==> src/rtl/sauria_dma_request_issuer.sv <==
// sauria_dma_request_issuer: walks tile pointers and issues DMA requests for each tile.
// Define SAURIA_DMA_PSUMS_WB_EN to enable psums write-back requests (kind 3) and FINAL_WB.
module sauria_dma_request_issuer #(
    parameter int ADDR_W = 32,
    parameter int MAX_OUT = 4
) (
    input  logic              clk,
    input  logic              rstn,
    input  logic              start,
    input  logic [ADDR_W-1:0] ifmaps_base,
    input  logic [ADDR_W-1:0] weights_base,
    input  logic [ADDR_W-1:0] psums_base,
    input  logic [ADDR_W-1:0] ifmap_xcounter,
    input  logic [ADDR_W-1:0] ifmap_ycounter,
    input  logic [ADDR_W-1:0] ifmap_ccounter,
    input  logic [ADDR_W-1:0] psums_xcounter,
    input  logic [ADDR_W-1:0] psums_ycounter,
    input  logic [ADDR_W-1:0] psums_kcounter,
    input  logic [ADDR_W-1:0] weights_ccounter,
    input  logic [ADDR_W-1:0] weights_kcounter,
    input  logic              ifmaps_change,
    input  logic              psums_change,
    input  logic              weights_change,
    input  logic              last_iter,
    output logic              ptr_advance,
    output logic              req_valid,
    input  logic              req_ready,
    output logic [ADDR_W-1:0] req_addr,
    output logic [1:0]        req_kind,
    input  logic              dma_done,
    output logic              busy,
    output logic              finished,
    output logic              protocol_err
);
    localparam int OW = $clog2(MAX_OUT + 1);
    localparam logic [OW-1:0] MAX_CNT = OW'(MAX_OUT);
`ifdef SAURIA_DMA_PSUMS_WB_EN
    localparam logic WB_EN = 1'b1;
`else
    localparam logic WB_EN = 1'b0;
`endif
    typedef enum logic [2:0] {IDLE, CHECK, ISSUE, DRAIN, ADVANCE, FINAL_WB, DONE} state_t;
    state_t state_q, state_d;
    logic [OW-1:0] out_q, out_d;
    logic [3:0] pend_q, pend_d;
    logic last_q, last_d, first_q, first_d, perr_q, perr_d, valid_q, valid_d;
    logic adv_q, adv_d, fin_q, fin_d, busy_q, busy_d;
    logic [ADDR_W-1:0] ifm_q, ifm_d, wts_q, wts_d, psum_q, psum_d, prev_q, prev_d, addr_q, addr_d;
    logic [1:0] kind_q, kind_d;
    logic hs, dn, issuing;
    assign ptr_advance = adv_q;
    assign req_valid = valid_q;
    assign req_addr = addr_q;
    assign req_kind = kind_q;
    assign busy = busy_q;
    assign finished = fin_q;
    assign protocol_err = perr_q;
    // pend bits in issue order: [0] psums wr, [1] ifmaps rd, [2] weights rd, [3] psums rd
    always_comb begin
        hs = valid_q & req_ready;
        dn = dma_done & (out_q != '0);
        out_d = out_q + OW'(hs) - OW'(dn);
        perr_d = perr_q | (dma_done & (out_q == '0));
        pend_d = hs ? pend_q & (pend_q - 4'd1) : pend_q;
        state_d = state_q;
        last_d = last_q;
        first_d = first_q;
        prev_d = prev_q;
        ifm_d = ifm_q;
        wts_d = wts_q;
        psum_d = psum_q;
        issuing = (state_q == ISSUE || state_q == FINAL_WB) && !valid_q && pend_q != '0 && out_d < MAX_CNT;
        valid_d = issuing | (valid_q & ~req_ready);
        kind_d = !issuing ? kind_q : pend_q[0] ? 2'd3 : pend_q[1] ? 2'd0 : pend_q[2] ? 2'd1 : 2'd2;
        addr_d = !issuing ? addr_q :
                 pend_q[0] ? (state_q == FINAL_WB ? psum_q : prev_q) :
                 pend_q[1] ? ifm_q : pend_q[2] ? wts_q : psum_q;
        case (state_q)
            IDLE: state_d = start ? CHECK : IDLE;
            CHECK: begin
                last_d = last_iter;
                ifm_d = ifmaps_base + ifmap_xcounter + ifmap_ycounter + ifmap_ccounter;
                wts_d = weights_base + weights_ccounter + weights_kcounter;
                psum_d = psums_base + psums_xcounter + psums_ycounter + psums_kcounter;
                pend_d = {psums_change, weights_change, ifmaps_change, WB_EN & psums_change & ~first_q};
                state_d = ISSUE;
            end
            ISSUE: state_d = (pend_d == '0 && !valid_d) ? DRAIN : ISSUE;
            DRAIN: begin
                state_d = out_q != '0 ? DRAIN : !last_q ? ADVANCE : WB_EN ? FINAL_WB : DONE;
                pend_d = (out_q == '0 && last_q && WB_EN) ? 4'b0001 : pend_d;
            end
            ADVANCE: begin
                prev_d = psum_q;
                first_d = 1'b0;
                state_d = CHECK;
            end
            FINAL_WB: state_d = (pend_d == '0 && !valid_d && out_d == '0) ? DONE : FINAL_WB;
            DONE: begin
                first_d = 1'b1;
                state_d = IDLE;
            end
            default: state_d = IDLE;
        endcase
        adv_d = state_d == ADVANCE;
        fin_d = state_d == DONE;
        busy_d = state_d != IDLE;
    end
    always_ff @(posedge clk) begin
        if (!rstn) begin
            state_q <= IDLE;
            out_q <= '0;
            pend_q <= '0;
            last_q <= 1'b0;
            first_q <= 1'b1;
            perr_q <= 1'b0;
            valid_q <= 1'b0;
            adv_q <= 1'b0;
            fin_q <= 1'b0;
            busy_q <= 1'b0;
            ifm_q <= '0;
            wts_q <= '0;
            psum_q <= '0;
            prev_q <= '0;
            addr_q <= '0;
            kind_q <= '0;
        end else begin
            state_q <= state_d;
            out_q <= out_d;
            pend_q <= pend_d;
            last_q <= last_d;
            first_q <= first_d;
            perr_q <= perr_d;
            valid_q <= valid_d;
            adv_q <= adv_d;
            fin_q <= fin_d;
            busy_q <= busy_d;
            ifm_q <= ifm_d;
            wts_q <= wts_d;
            psum_q <= psum_d;
            prev_q <= prev_d;
            addr_q <= addr_d;
            kind_q <= kind_d;
        end
    end
endmodule

==> config.mk <==
export PLATFORM = sky130hd
export DESIGN_NAME = sauria_dma_request_issuer
export DESIGN_NICKNAME = d
export VERILOG_FILES = /design/src/rtl/sauria_dma_request_issuer.sv
export SDC_FILE = /design/constraint.sdc
export NUM_CORES = 1
export LEC_CHECK = 0
export CORE_UTILIZATION = 55
export DETAILED_ROUTE_END_ITERATION = 6
export PLACE_DENSITY = 0.95
export RECOVER_POWER = 50
export REMOVE_ABC_BUFFERS = 1
export SLEW_MARGIN = 0
export SYNTH_ARGS = -nofsm -noshare
export SYNTH_HDL_FRONTEND = slang
export SYNTH_SLANG_ARGS = --single-unit
==> constraint.sdc <==
create_clock -name clk -period 8.72 [get_ports clk]
set_clock_uncertainty 0.2 [all_clocks]
set_input_delay 0.872 -clock clk [delete_from_list [all_inputs] [get_ports clk]]
set_output_delay 0.872 -clock clk [all_outputs]
set_load 0.1 [all_outputs]
==> reports/results.tsv <==
metric	value	unit
status	finished, violations left	
violations	capacitance limit, slew limit	
drtIter0Drc	1450	
synthTopCellsByArea	dfxtp_1 22%, fa_1 19%, ha_1 7.3%, inv_1 6.8%, a21oi_1 6.1%	
drt-total-wl	47500	um
worstPathMaxFanout	84	
critPathKind	in2reg	
grt_max_degree	85	
cap_violations	3	
grt_pass1_vias	16100	
postCtsSetupRepairBufs	0	
grt_pass1_wl	76900	um
slew-limit-headroom	-154	%
drive_above_1_share	2.46	%
tns	0	ns
synth_edf_count	0	
cts_root_buffer	clkbuf_16	
ant_nets	0	
dieArea	30200	sq um
gp_congestion	0.956	
leakage	9.16	nW
rsz0062_at_grt	no	
maxSlewViolCount	193	
worst_ep_required_time	8.62	ns
clk_path_buf_depth	2	
setup_slack	2.51	ns
path_clk_slew	0.07	ns
synth_largest_area_cell	dfxtp_1	
power_density	186	nW/um^2
ir_drop	0.140	mV
die_w	174	um
ctsResizeCount	0	
syn-cell-area	16200	sq um
yosysWarnings	0	
routed-via-count	15700	
syn_inst	2004	
overflow	0	
ys_seq_area_share	22.0	%
wl_per_cell	17.3	um
hold_viol_final	0	
postSynth.asyncResetShare	0	%
cts_max_level	4	
drtPass1Iterations	6	
fin_crit	6.21	ns
worst_ep_arrival_time	6.11	ns
antenna_found_initial	0	
critPathLaunchType	primary input	
finalSetupViolations	0	
cts_inserted_buffers	17	
r2r_slack	3.52	ns
clock-sinks	178	
dp_slack	3.45	ns
cts_tree	done	
end_kind	flip-flop	
yosysUniqueCellTypes	65	
yosys-top-cells-count	293 x inv_1, 257 x nand2_1, 197 x a21oi_1, 178 x dfxtp_1, 157 x fa_1	
antenna_cells	0	
yosys.area.top_type_share	22.0	%
grtUsageTotal	31.5	%
num_rows	62	
yosysMostFrequentCell	inv_1	
drc	0	
hp-class	reg2reg	
area_growth	29.7	%
worst_slew_pin_slew	3.81	ns
routed_via_density	5.71	
coreArea	28900	sq um
fmax	0.161	GHz
io_buffer_count	399	
fp.dieH	174	um
ioPinCount	400	
worstSkewPairLatency	0.44	ns
synth-seq-cells	178	
cts-hold-fix-buffers	0	
fin_crit_sh	71.2	%
fin_nets	2956	
synth_ff_type	dfxtp_1	
initial_core_util	56.2	%
synth_area_per_cell	8.09	sq um
post-dp-hpwl	37400	um
==> metrics by stage <==
step	utilization (%)	cells	cell area, sq um	hold slack (ns)	total power [mW]
after floorplan	-	1913	15900	0.217	2.47
after global placement	70.9	2709	20500	0.241	3.06
after detailed placement	70.9	2709	20500	0.243	3.13
after CTS	73.0	2741	21100	0.257	3.90
after global routing	72.9	2741	21000	0.275	4.19
final	72.9	2741	21000	0.254	3.92
==> where the power goes <==
part | internal, mW | switching, mW | total (mW)
Sequential | 0.912 | 0.0926 | 1.00
Clock | 0.411 | 0.354 | 0.766
Combinational | 0.919 | 1.23 | 2.15
Total | 2.24 | 1.68 | 3.92
==> placed cells by master, fill, tap and decap left out, types with 6 or more instances in the layout <==
| master | n |
|---|---|
| nand2_1 | 257 |
| buf_4 | 10 |
| nor2b_1 | 7 |
| and2_1 | 10 |
| a31oi_1 | 12 |
| dlygate4sd3_1 | 41 |
| ha_1 | 94 |
| or3_1 | 9 |
| a211oi_1 | 82 |
| dfxtp_1 | 176 |
| a22o_1 | 6 |
| o31ai_1 | 6 |
| mux2i_1 | 64 |
| xnor2_1 | 58 |
| a21oi_1 | 197 |
| nand3_1 | 32 |
| nor2_1 | 124 |
| a21o_1 | 27 |
| o211ai_1 | 10 |
| o21ai_0 | 104 |
| clkdlybuf4s50_1 | 358 |
| inv_1 | 292 |
| nand2b_1 | 16 |
| fa_1 | 157 |
| o21bai_1 | 15 |
| xor2_1 | 25 |
| and3_1 | 10 |
| nor3_1 | 18 |
| nand4_1 | 13 |
| nor4_1 | 8 |
| o21a_1 | 10 |
| clkbuf_16 | 17 |
==> critical path, stage by stage <==
cell           delay, ns
dlygate4sd3_1       0.53
clkbuf_1            0.41
clkinvlp_2          1.19
clkbuf_1            2.74
a21oi_1             0.28
==> path summary, 6_finish.rpt <==
| path | start | end | depth (start not counted) |
|---|---|---|---|
| hold reg to reg | ifm_q[15]$_SDFFE_PN0P_ | ifm_q[15]$_SDFFE_PN0P_ | 2 |
| hold / removal | ifm_q[15]$_SDFFE_PN0P_ | ifm_q[15]$_SDFFE_PN0P_ | 2 |
| setup / recovery | rstn | prev_q[1]$_SDFFE_PN0P_ | 5 |
| setup reg to reg | pend_q[1]$_SDFF_PN0_ | req_addr[20]$_SDFFE_PN0P_ | 8 |
==> routing by layer <==
metal	global-route usage, %	wire length [um]	vias up
met4	13.2	2090	0
met5	0	0	-
met3	5.44	3420	132
met2	57.6	23900	750
met1	35.9	18000	7381
li1	-	-	7389
==> sequential cells by signal, summed over array words and instances (netlist names) <==
signal        cells
finished          1
ifm_q            32
wts_q            32
psum_q           32
req_kind          2
pend_q            4
busy              1
req_addr         32
state_q           3
out_q             3
last_q            1
prev_q           32
req_valid         1
protocol_err      1
ptr_advance       1
==> cells by family (layout without fill, tap and decap cells) <==
group	Yosys count	in the layout	synth area share, %
muxes	64	64	3.95
buffers and inverters	384	737	8.90
AOI/OAI and AO/OA	515	515	19.7
and+or+nand+nor	528	528	14.3
xor gates and xnor gates	83	83	4.48
adders and majority gates	252	252	26.7
DFF	178	178	22.0
==> layout make-up <==
cell class / instances / area, sq um
multi-input cells: 1442 / 11200
fillers: 2140 / 7820
repair buffers: 412 / 4080
flip-flops and latches: 178 / 3570
inverters: 293 / 1100
well taps: 384 / 480
clock buffers: 18 / 439
clock inverters: 14 / 148
No activity file was read; power rests on OpenSTA's default activity.
